### config.mk
export PLATFORM = sky130hd
export DESIGN_NAME = conv_stream_engine
export DESIGN_NICKNAME = d
export VERILOG_FILES = /design/src/rtl/conv_pkg.sv /design/src/rtl/conv_window.sv /design/src/rtl/conv_stream_engine.sv
export SDC_FILE = /design/constraint.sdc
export NUM_CORES = 1
export LEC_CHECK = 0
export CAP_MARGIN = 40
export CORE_MARGIN = 1
export CORE_UTILIZATION = 60
export DETAILED_ROUTE_END_ITERATION = 10
export PLACE_DENSITY = 0.78
export SLEW_MARGIN = 20
export SYNTH_ARGS = -nofsm -noshare
export SYNTH_HDL_FRONTEND = slang
export SYNTH_SLANG_ARGS = --single-unit
### constraint.sdc
create_clock -name clk -period 10.35 [get_ports clk]
set_input_delay 2.07 -clock clk [delete_from_list [all_inputs] [get_ports clk]]
set_output_delay 2.07 -clock clk [all_outputs]
set_load 0.01 [all_outputs]
### src/rtl/conv_pkg.sv
// Shared state type, default widths and the unsigned clamp helper for conv_stream_engine.
package conv_pkg;

  typedef enum logic [2:0] {IDLE, FILL, RUN, DRAIN, DONE} conv_state_t;

  localparam int DEF_DATA_W = 8;
  localparam int DEF_COEF_W = 8;
  localparam int DEF_K      = 3;
  localparam int DEF_OUT_W  = 8;
  localparam int DEF_COL_W  = 10;
  localparam int SAT_W      = 64;

  // Clamp a signed value into the unsigned range [0, 2^out_w-1].
  function automatic logic [SAT_W-1:0] sat_u(input logic signed [SAT_W-1:0] v, input int out_w);
    logic signed [SAT_W-1:0] max_v;
    max_v = (64'sd1 <<< out_w) - 64'sd1;
    if (v < 0)
      return '0;
    else if (v > max_v)
      return max_v;
    else
      return v;
  endfunction

endpackage

### src/rtl/conv_window.sv
// KxK sliding pixel window: each shift moves every row left by one column and
// drops the incoming column into window column K-1. Flattened row-major, tap 0 in the LSBs.
module conv_window
  import conv_pkg::*;
#(
  parameter int DATA_W = DEF_DATA_W,
  parameter int K      = DEF_K
) (
  input  logic                     clk,
  input  logic                     rst,
  input  logic                     shift_en,
  input  logic [K*DATA_W-1:0]      col_data,
  output logic [K*K*DATA_W-1:0]    win_flat
);

  generate
    for (genvar gi = 0; gi < K; gi++) begin : g_row
      logic [K-1:0][DATA_W-1:0] row_reg;

      always_ff @(posedge clk or negedge rst) begin
        if (!rst)
          row_reg <= '0;
        else if (shift_en)
          row_reg <= {col_data[gi*DATA_W +: DATA_W], row_reg[K-1:1]};
      end

      assign win_flat[gi*K*DATA_W +: K*DATA_W] = row_reg;
    end
  endgenerate

endmodule

### src/rtl/conv_stream_engine.sv
// Parametrised KxK streaming convolution: one column per handshake in, strided MAC results out.
// Define CONV_STREAM_SAT_EN to clamp results to [0, 2^OUT_W-1]; otherwise the low OUT_W bits wrap.
module conv_stream_engine
  import conv_pkg::*;
#(
  parameter int DATA_W = DEF_DATA_W,
  parameter int COEF_W = DEF_COEF_W,
  parameter int K      = DEF_K,
  parameter int ACC_W  = DATA_W + COEF_W + $clog2(K*K) + 1,
  parameter int OUT_W  = DEF_OUT_W,
  parameter int SHIFT  = 0,
  parameter int COL_W  = DEF_COL_W
) (
  input  logic                     clk,
  input  logic                     rst,
  input  logic                     start,
  input  logic [1:0]               stride,
  input  logic [COL_W-1:0]         cfg_cols,
  input  logic                     k_wr_en,
  input  logic [$clog2(K*K)-1:0]   k_wr_addr,
  input  logic signed [COEF_W-1:0] k_wr_data,
  input  logic                     col_valid,
  output logic                     col_ready,
  input  logic [K*DATA_W-1:0]      col_data,
  output logic                     out_valid,
  input  logic                     out_ready,
  output logic [OUT_W-1:0]         out_data,
  output logic                     out_last,
  output logic                     busy,
  output logic                     done
);

  localparam int TAPS   = K*K;
  localparam int ADDR_W = $clog2(TAPS);
  localparam int PROD_W = DATA_W + COEF_W + 1;
  localparam int CNT_W  = COL_W + 2;

  conv_state_t state_reg, state_next;

  logic [1:0]             stride_reg, phase_reg;
  logic [COL_W-1:0]       cols_reg, col_cnt_reg;
  logic [TAPS*DATA_W-1:0] win_flat;
  logic [TAPS*PROD_W-1:0] prod_flat;
  logic                   issue_reg, issue_last_reg, p_valid_reg, p_last_reg;
  logic                   out_valid_reg, out_last_reg;
  logic [OUT_W-1:0]       out_data_reg;
  logic                   stall, accept, in_window, is_issue, is_last, row_end, drained;
  logic signed [ACC_W-1:0] sum_acc, acc_shift;
  logic [OUT_W-1:0]       result;

  // A held result freezes every stage, including column intake.
  assign stall     = out_valid_reg && !out_ready;
  assign col_ready = ((state_reg == FILL) || (state_reg == RUN)) && !stall;
  assign accept    = col_valid && col_ready;
  assign in_window = col_cnt_reg >= COL_W'(K-1);
  assign is_issue  = accept && in_window && (phase_reg == 2'd0);
  // No further issuing position fits once c + stride reaches the row length.
  assign is_last   = (CNT_W'(col_cnt_reg) + CNT_W'(stride_reg)) >= CNT_W'(cols_reg);
  assign row_end   = col_cnt_reg == (cols_reg - COL_W'(1));
  assign drained   = !issue_reg && !p_valid_reg && (!out_valid_reg || out_ready);

  always_ff @(posedge clk or negedge rst) begin
    if (!rst)
      state_reg <= IDLE;
    else
      state_reg <= state_next;
  end

  always_comb begin
    state_next = state_reg;
    busy       = 1'b1;
    done       = 1'b0;
    case (state_reg)
      IDLE: begin
        busy = 1'b0;
        if (start)
          state_next = (cfg_cols < COL_W'(K)) ? DONE : FILL;
      end
      FILL: begin
        if (accept) begin
          if (row_end)
            state_next = DRAIN;
          else if (col_cnt_reg == COL_W'(K-1))
            state_next = RUN;
        end
      end
      RUN: begin
        if (accept && row_end)
          state_next = DRAIN;
      end
      DRAIN: begin
        if (drained)
          state_next = DONE;
      end
      DONE: begin
        done       = 1'b1;
        state_next = IDLE;
      end
      default: state_next = IDLE;
    endcase
  end

  always_ff @(posedge clk or negedge rst) begin
    if (!rst) begin
      stride_reg  <= '0;
      cols_reg    <= '0;
      col_cnt_reg <= '0;
      phase_reg   <= '0;
    end else if ((state_reg == IDLE) && start) begin
      stride_reg  <= (stride == 2'd0) ? 2'd1 : stride;
      cols_reg    <= cfg_cols;
      col_cnt_reg <= '0;
      phase_reg   <= '0;
    end else if (accept) begin
      col_cnt_reg <= col_cnt_reg + COL_W'(1);
      if (in_window)
        phase_reg <= (phase_reg == (stride_reg - 2'd1)) ? 2'd0 : (phase_reg + 2'd1);
    end
  end

  conv_window #(
    .DATA_W (DATA_W),
    .K      (K)
  ) u_window (
    .clk      (clk),
    .rst      (rst),
    .shift_en (accept),
    .col_data (col_data),
    .win_flat (win_flat)
  );

  // Per-tap coefficient register and product stage; out-of-range addresses match no tap.
  generate
    for (genvar gi = 0; gi < TAPS; gi++) begin : g_tap
      logic signed [COEF_W-1:0] coef_reg;
      logic signed [PROD_W-1:0] prod_reg;

      always_ff @(posedge clk or negedge rst) begin
        if (!rst)
          coef_reg <= '0;
        else if ((state_reg == IDLE) && k_wr_en && (k_wr_addr == ADDR_W'(gi)))
          coef_reg <= k_wr_data;
      end

      always_ff @(posedge clk or negedge rst) begin
        if (!rst)
          prod_reg <= '0;
        else if (!stall)
          prod_reg <= $signed({1'b0, win_flat[gi*DATA_W +: DATA_W]}) * coef_reg;
      end

      assign prod_flat[gi*PROD_W +: PROD_W] = prod_reg;
    end
  endgenerate

  always_comb begin
    sum_acc = '0;
    for (int i = 0; i < TAPS; i++)
      sum_acc = sum_acc + ACC_W'($signed(prod_flat[i*PROD_W +: PROD_W]));
  end

  assign acc_shift = sum_acc >>> SHIFT;

`ifdef CONV_STREAM_SAT_EN
  assign result = OUT_W'(sat_u(SAT_W'(acc_shift), OUT_W));
`else
  assign result = OUT_W'(acc_shift);
`endif

  always_ff @(posedge clk or negedge rst) begin
    if (!rst) begin
      issue_reg      <= 1'b0;
      issue_last_reg <= 1'b0;
      p_valid_reg    <= 1'b0;
      p_last_reg     <= 1'b0;
      out_valid_reg  <= 1'b0;
      out_last_reg   <= 1'b0;
      out_data_reg   <= '0;
    end else if (!stall) begin
      issue_reg      <= is_issue;
      issue_last_reg <= is_issue && is_last;
      p_valid_reg    <= issue_reg;
      p_last_reg     <= issue_last_reg;
      out_valid_reg  <= p_valid_reg;
      out_last_reg   <= p_last_reg;
      if (p_valid_reg)
        out_data_reg <= result;
    end
  end

  assign out_valid = out_valid_reg;
  assign out_data  = out_data_reg;
  assign out_last  = out_last_reg;

endmodule

==> results of run 1 <==
[critical path: stages]
cell,delay [ps]
clkdlybuf4s50_1,540
nor2b_4,100
nor3_2,200
clkdlybuf4s50_1,580
[stage by stage]
stage / std cells / cell area (µm²) / hold slack (ps) / setup slack (ps)
CTS: 2624 / 22400 / 481 / 4780
finish: 2628 / 22500 / 478 / 4800
global route: 2627 / 22500 / 505 / 4710
detailed placement: 2571 / 21400 / 467 / 4800
global placement: 2563 / 21300 / 453 / 4300
floorplan: 2105 / 20200 / 439 / 5790
[how the worst min path moves through the flow]
stage	endpoint	slack, ps	cells past startpoint
detailed placement	p_last_reg	470	2
global placement	p_last_reg	450	2
finish	p_last_reg	480	2
floorplan	p_last_reg	440	2
global route	p_last_reg	510	2
CTS	p_last_reg	480	2
[logic make-up (layout without fill, tap and decap cells)]
group           Yosys count  after routing
mux                      78             78
other cells               0              1
flops                   257            257
simple gates            794            794
xor+xnor                197            197
buf+inv                 305            385
fa+ha+maj               349            349
compound gates          125            125
[cell type report]
cell class	instances	area share
multi-input cells	1543	0.563
repair buffers	82	0.0399
clock inverters	13	0.00691
well taps	442	0.0246
flip-flops and latches	257	0.286
inverters	250	0.0418
clock buffers	40	0.0373
diodes	1	0.000111
[metal layers]
metal	up-vias	GRT usage
met2	261	0.482
met1	7029	0.366
li1	6710	-
met3	91	0.0254
met4	2	0.0934
met5	-	0
[Yosys cell counts (3+ instances only)]
master and number:
and2_1 212, a21oi_1 42, a21o_1 18, nand4_1 8
fa_1 154, nand2_1 463, mux2_2 75, inv_1 250
mux2i_1 3, or3_1 4, ha_1 195, xnor2_1 156
nor2_1 39, or4_1 4, buf_1 3, nand3b_1 4
o21ai_0 45, dfrtp_1 257, nand2b_1 11, nand3_1 15
and3_1 4, nor3_1 8, nor4_1 4, a31oi_1 3
nor2b_1 7, xor2_1 41, buf_2 10, clkbuf_1 39
[cells in the final DEF (no fill, tap or decap), types with 42 or more instances in the layout]
| cell type | instances |
|---|---|
| ha_1 | 195 |
| inv_1 | 250 |
| nand2_1 | 462 |
| o21ai_0 | 45 |
| mux2_2 | 75 |
| clkdlybuf4s50_1 | 65 |
| a21oi_1 | 42 |
| dfrtp_1 | 257 |
| fa_1 | 154 |
| and2_1 | 211 |
| xnor2_1 | 156 |
[power breakdown]
part           switching, mW  internal [mW]
sequential             0.494           1.37
clock                  0.427          0.638
combinational           1.73           1.39
==> impl_metrics.ini, run 1 <==
[floorplan]
placeableCoreArea_um2 = 32900
num_rows = 66
io_pins = 67
start_util = 0.616
die_w_um = 186
die_y_um = 186
die_area_um2 = 34500

[sta]
hold_viol_final = 0
drv_slew = 0
fin_skew_ps = 15.4
fin_crit_ps = 5550
clock.fmax_ghz = 0.180
rsz0062_at_grt = false
max_slew_margin = 0.338
fin_setup_tns_ps = 0
tightest_slew_ps = 993
timing.final.crit_share = 0.537
finalSetupViolCount = 0

[route]
wl_mm = 44.7
detailroute.wirelength.met2_mm = 22.2
wl_met1_mm = 19.4
wl_per_cell_um = 17.0
ant_nets = 0
drc = 0
drt_iter0_drc = 827
dr.pass1.iters = 5
num_vias = 14100
top_layer_used = met5
avgViaCountPerCell = 5.36
wl_met3_mm = 1.63

[cts]
max-clock-path-buffers = 3
post_cts_resize_count = 0
clock_latency_ps = 560
post_cts.repair.setup_buffers = 0
cts_tree = yes
cts.sinks = 257
ctsHoldBuffers = 0
htree_levels = 1
clk_pin_slew_ps = 60
cts_root_buffer = clkbuf_16
numCtsBuffers = 29

[global_route]
grt_pass1_vias = 14800
grt_overflow_total = 0
antenna_found_initial = 2
grt_max_degree = 125
track_usage = 0.278
grt_pass1_wl_mm = 74.7

[critical_path]
r2r_start = g_tap[0].prod_reg[3]
crit_end = col_ready
critPathCaptureType = output pin
r2r-end = out_data[7]
cp.arrival_ps = 3480
critPathLaunchType = primary input
cp.required_ps = 8280
r2r_slack_ps = 6210
crit_path_start = out_ready
worstPathMaxFanout = 8
worst-setup-path-type = in -> out
reg2reg_depth = 15

[synthesis]
synth_area_per_cell_um2 = 9.61
synth_area_leader_cell = dfrtp_1
synth.area.top_cells = dfrtp_1 32%, fa_1 15%, ha_1 12%, nand2_1 8.6%, xnor2_1 6.8%
synth_top_area_frac = 0.318
yosysWarnings = 0
async_flop_share = 1.00
synth_nets = 2508
synth_edf_count = 0
ys_ff_latch = 257
synth_compound_area_frac = 0.0364
ys_types = 54
yosys.area_share.simple = 0.186
synth_top_family_by_area = adder cells
synthAdderAreaFrac = 0.273
syn_area_um2 = 20200
postSynthCellCount = 2105
synth_xor_area_frac = 0.0853
synth_ff_type = dfrtp_1
yosysSeqAreaShare = 0.318
muxShareOfSynthArea = 0.0432

[cells_and_area]
register_area_um2 = 6430
multiInputGateArea_um2 = 12600
layout-drive-gt1-share = 0.0709
area.growth.synth_to_final_pct = 11.0
post-route-util = 0.683
nets = 2566
nFillCells = 2551

[power_and_ir_drop]
vdd_drop_max_uv = 288
powerDensity_nw_per_um2 = 269
total_power_mw = 6.05
p_leak_nw = 11.6

[placement]
gp_congestion = 0.860
port_buffers = 66
hpwl_mm = 33.6

[job]
maxCapViolations = 0

[worst_hold_path]
worstHoldPathType = reg -> reg
hp-start = p_last_reg

[run_status]
status = complete, no violations
(Power assumes the default switching activity.)
==> run 2: changes to the inputs <==
==> constraint.sdc (replaced) <==
create_clock -name clk -period 5.4 [get_ports clk]
set_input_delay 1.08 -clock clk [delete_from_list [all_inputs] [get_ports clk]]
set_output_delay 1.08 -clock clk [all_outputs]
set_load 0.01 [all_outputs]
==> run 2 against run 1 <==
Net effect:
- hold slack got worse by 1.9 ps
- cell count fell by 0.19%
- first-iteration DRC count fell by 7.5%
- highest routed layer is now met4
==> impl_metrics.ini, run 2 (same netlist as run 1, synthesis figures left out) <==
[run_status]
status = complete, no violations

[sta]
rsz0062_at_grt = false
fin_setup_tns_ps = 0
finalSetupViolCount = 0
tightest_slew_ps = 820
max_slew_margin = 0.453
fin_skew_ps = 20.9
timing.final.crit_share = 0.761
drv_slew = 0
clock.fmax_ghz = 0.243
hold_viol_final = 0
fin_crit_ps = 4110

[cells_and_area]
antenna_cells = 0
final_common_cell = nand2_1
area.growth.synth_to_final_pct = 10.5
layout_common_cells = 462 x nand2_1, 257 x dfrtp_1, 250 x inv_1, 211 x and2_1, 195 x ha_1
layout-drive-gt1-share = 0.0669
nets = 2563

[global_route]
grt_use_met1 = 0.365
grt_max_degree = 106
antenna_found_initial = 1
top_usage_layer = met2
track_usage = 0.277
grt_use_met2 = 0.474
grt_pass1_vias = 14700
grt_overflow_total = 0
grt_pass1_wl_mm = 74.4
grt_use_met3 = 0.0370

[cts]
numCtsBuffers = 29
clk_pin_slew_ps = 60
cts_tree = yes
max-clock-path-buffers = 3
cts_root_buffer = clkbuf_16
clock_latency_ps = 560
post_cts.repair.setup_buffers = 0
htree_levels = 1
post_cts_resize_count = 0
cts.sinks = 257
ctsHoldBuffers = 0

[critical_path]
cp.required_ps = 5800
critPathMaxStageDelay_ps = 600
cp.arrival_ps = 4500
critPathLaunchType = register
critPathCaptureType = register
worstPathMaxFanout = 2
worst-setup-path-type = reg -> reg
crit_slowest_cell = fa_1
r2r_slack_ps = 1290
crit_buf_inv = 4
path_cells = inv_1, fa_1, inv_1, fa_1, fa_1, inv_1, fa_1, inv_1, ha_1, a21o_1, a21oi_1, o21bai_1, a21oi_1, xnor2_1, o21ai_0
cp_top_family = adder cells

[floorplan]
die_w_um = 186
io_pins = 67
die_area_um2 = 34500
num_rows = 66
die_y_um = 186
start_util = 0.616
placeableCoreArea_um2 = 32900

[route]
wl_mm = 44.5
ant_nets = 0
avgViaCountPerCell = 5.38
drc = 0
drt_iter0_drc = 765
dr.pass1.iters = 5
num_vias = 14100
wl_per_cell_um = 17.0

[power_and_ir_drop]
total_power_mw = 11.5
vdd_drop_max_uv = 341
p_leak_nw = 11.6
powerDensity_nw_per_um2 = 513

[worst_hold_path]
worstHoldPathType = reg -> reg

[placement]
gp_congestion = 0.875
hpwl_mm = 33.7
port_buffers = 66

[job]
maxCapViolations = 0
==> run 2: path summary, 6_finish.rpt <==
path                                       start                     to  cells past startpoint
max in group asynchronous                    rst  u_window.win_flat[17]                      2
setup reg to reg            g_tap[0].prod_reg[3]            out_data[7]                     15
hold reg to reg            u_window.win_flat[31]  u_window.win_flat[31]                      2
setup / recovery            g_tap[0].prod_reg[3]            out_data[7]                     15
hold / removal             u_window.win_flat[31]  u_window.win_flat[31]                      2
min in group asynchronous                    rst            cols_reg[5]                      1
==> run 2: per-stage QoR <==
stage	area [µm²]	util	cells	hold WS (ps)	worst slack (ps)
after floorplan	20200	-	2105	439	1560
after global placement	21300	0.648	2565	456	1420
after detailed placement	21400	0.650	2569	465	1280
after CTS	22300	0.679	2621	480	1270
after global routing	22400	0.680	2623	498	1130
final	22400	0.680	2623	476	1290
==> run 2: worst reg2reg max path, stage by stage, from the launching register on <==
cell and delay [ps]:
dfrtp_1 320, inv_1 60, fa_1 550, inv_1 60
fa_1 510, fa_1 540, inv_1 50, fa_1 600
inv_1 70, ha_1 300, a21o_1 170, a21oi_1 220
o21bai_1 90, a21oi_1 170, xnor2_1 150, o21ai_0 110
==> run 2: metal layers <==
layer / up-vias / share of wire
met1: 7048 / 0.44
met4: 0 / 0.029
met3: 87 / 0.045
li1: 6694 / -
met5: - / 0
met2: 287 / 0.49
==> run 2: power by group <==
group	switching, mW	internal, mW	total [mW]
Combinational	3.24	2.66	5.90
Clock	0.796	1.21	2.01
Sequential	0.947	2.62	3.57
==> run 2: area by class of cell <==
type / count / area (µm²)
multi-input combinational: 1543 / 12600
fill: 2565 / 10500
sequential: 257 / 6430
inverter: 250 / 938
clock buffer: 44 / 842
timing repair buffer: 79 / 813
tap: 442 / 553
clock inverter: 8 / 124
==> run 3: changes to the inputs <==
==> constraint.sdc (replaced) <==
create_clock -name clk -period 3.8 [get_ports clk]
set_input_delay 0.76 -clock clk [delete_from_list [all_inputs] [get_ports clk]]
set_output_delay 0.76 -clock clk [all_outputs]
set_load 0.01 [all_outputs]
==> run 3 against run 2 <==
Net effect:
- the flow now finishes with violations (negative setup slack)
- fmax rose by 7.1%
- worst setup slack got worse by 1300 ps
- non-clock buffer count rose by 68
- core utilization rose by 2.3 points
- power increased by 53%
- largest cell class unchanged
- largest power group unchanged
==> impl_metrics.ini, run 3 (same netlist as run 1, synthesis figures left out) <==
[route]
dr.pass1.iters = 5
avgViaCountPerCell = 5.39
detailroute.wirelength.met2_mm = 23.5
num_vias = 14500
drt_iter0_drc = 925
wl_mm = 47.0
wl_met3_mm = 2.25
drc = 0
top_layer_used = met4
wl_met1_mm = 20.1
ant_nets = 0
wl_per_cell_um = 17.5

[sta]
hold_viol_final = 0
hold-worst-slack_ps = 184
drv_slew = 0
fin_skew_ps = 11.3
rsz0062_at_grt = true
max_slew_margin = 0.380
fin_crit_ps = 3830
tightest_slew_ps = 928
finalSetupViolCount = 1
setup_slack_ps = -34.8
timing.final.crit_share = 1.01
clock.fmax_ghz = 0.261

[cells_and_area]
antenna_cells = 0
finalInstanceArea_um2 = 23100
nets = 2632
nFillCells = 2517
area.growth.synth_to_final_pct = 14.2
layout_common_cells = 462 x nand2_1, 246 x inv_1, 245 x dfrtp_1, 210 x and2_1, 190 x ha_1
layout-drive-gt1-share = 0.116
final_common_cell = nand2_1

[placement]
port_buffers = 66
dpl_worst_slack_ps = -65.1
hpwl_mm = 34.7
gp_congestion = 0.890
placed_area_um2 = 21800

[critical_path]
r2r_slack_ps = -30
critPathLaunchType = register
crit_buf_inv = 2
path_cells = fa_1, fa_1, fa_1, inv_2, fa_1, inv_1, ha_1, a21o_1, a21oi_2, o21bai_1, a21oi_1, xnor2_1, o21ai_1
r2r_start = g_tap[8].prod_reg[3]
critPathCaptureType = register
worst-setup-path-type = reg -> reg
critPathMaxStageDelay_ps = 610
cp_top_family = adder cells
path_common_cell = fa_1
cp.required_ps = 4230
cp.arrival_ps = 4270
reg2reg_depth = 13
worstPathMaxFanout = 2
r2r-end = out_data[7]
crit_slowest_cell = fa_1

[cts]
max-clock-path-buffers = 3
cts_tree = yes
clk_pin_slew_ps = 60
htree_levels = 1
clock_latency_ps = 580
cts.sinks = 257
ctsHoldBuffers = 0
cts_root_buffer = clkbuf_16
numCtsBuffers = 30

[job]
maxCapViolations = 0

[worst_hold_path]
worstHoldPathType = in -> async

[run_status]
violations = negative setup slack
status = finished with violations

[global_route]
track_usage = 0.293
grt_pass1_vias = 15400
grt_pass1_wl_mm = 78.5
grt_max_degree = 109
grt_overflow_total = 0
antenna_found_initial = 0

[floorplan]
num_rows = 66
die_area_um2 = 34500
die_w_um = 186
start_util = 0.616
die_y_um = 186
placeableCoreArea_um2 = 32900
io_pins = 67

[power_and_ir_drop]
vdd_drop_max_uv = 705
p_sw_mw = 7.57
swShare = 0.432
clockPowerShare = 0.171
p_int_mw = 9.96
p_leak_nw = 12.0
combPwrFrac = 0.553
power_frac_seq = 0.277
powerDensity_nw_per_um2 = 758
==> run 3: cell count changes in the layout (fill, tap and decap cells not counted), sizes merged <==
cell,delta
buf,+68
clkinv,+5
clkinvlp,+1
clkbuf,-6
inv,+2
==> run 3: worst reg2reg max path: cells and delay by family (launching register included) <==
| kind | cells | cell delay, ps |
|---|---|---|
| AOI/OAI and AO/OA | 5 | 640 |
| DFF | 1 | 400 |
| buffers and inverters | 2 | 90 |
| xor gates and xnor gates | 1 | 140 |
| adders and majority gates | 5 | 2440 |
==> run 3: cell type report <==
class | count | area (µm²) | share of cell area
Timing Repair Buffer | 147 | 1340 | 0.0582
Multi-Input combinational cell | 1543 | 12800 | 0.554
Sequential cell | 257 | 6450 | 0.279
Clock inverter | 16 | 174 | 0.00753
Inverter | 250 | 938 | 0.0406
Tap cell | 442 | 553 | 0.0239
Clock buffer | 38 | 852 | 0.0369
==> run 3: metal layers <==
metal,track usage,vias up
met3,0.0344,80
li1,-,6842
met4,0.0790,0
met1,0.384,7292
met2,0.514,298
met5,0,-
==> run 3: worst max path at each step <==
stage               cells past startpoint  slack (ps)          end                 start
finish                                 13         -30  out_data[7]  g_tap[8].prod_reg[3]
global route                           13        -130  out_data[7]  g_tap[8].prod_reg[3]
detailed placement                     15         -70  out_data[7]  g_tap[0].prod_reg[3]
CTS                                    16           3  out_data[6]  g_tap[0].prod_reg[2]
floorplan                              15          60  out_data[7]  g_tap[0].prod_reg[3]
global placement                       15          -9  out_data[7]  g_tap[0].prod_reg[3]
==> run 3: stage by stage <==
step                setup TNS (ps)  utilization  power (mW)  std cells
global route                  -203        0.703        19.1       2693
global placement             -17.1        0.662        13.5       2620
CTS                              0        0.695        17.2       2678
detailed placement            -123        0.662        13.9       2621
floorplan                        0            -        11.0       2105
finish                       -34.8        0.703        17.5       2693
==> run 3: power by group through the flow <==
stage               combinational [mW]  sequential, mW  clock, mW
floorplan                         6.49            4.51          0
global placement                  8.71            4.81          0
detailed placement                9.05            4.86          0
CTS                               9.36            4.83       3.03
global route                      10.9            4.98       3.14
finish                            9.68            4.85       2.99
==> run 3: timing repair <==
item,in CTS,in global routing
setup endpoints to repair,3,11
resized for setup,11,31
pin swaps,12,26
buffers inserted,3,12
endpoints found under the hold margin,0,0
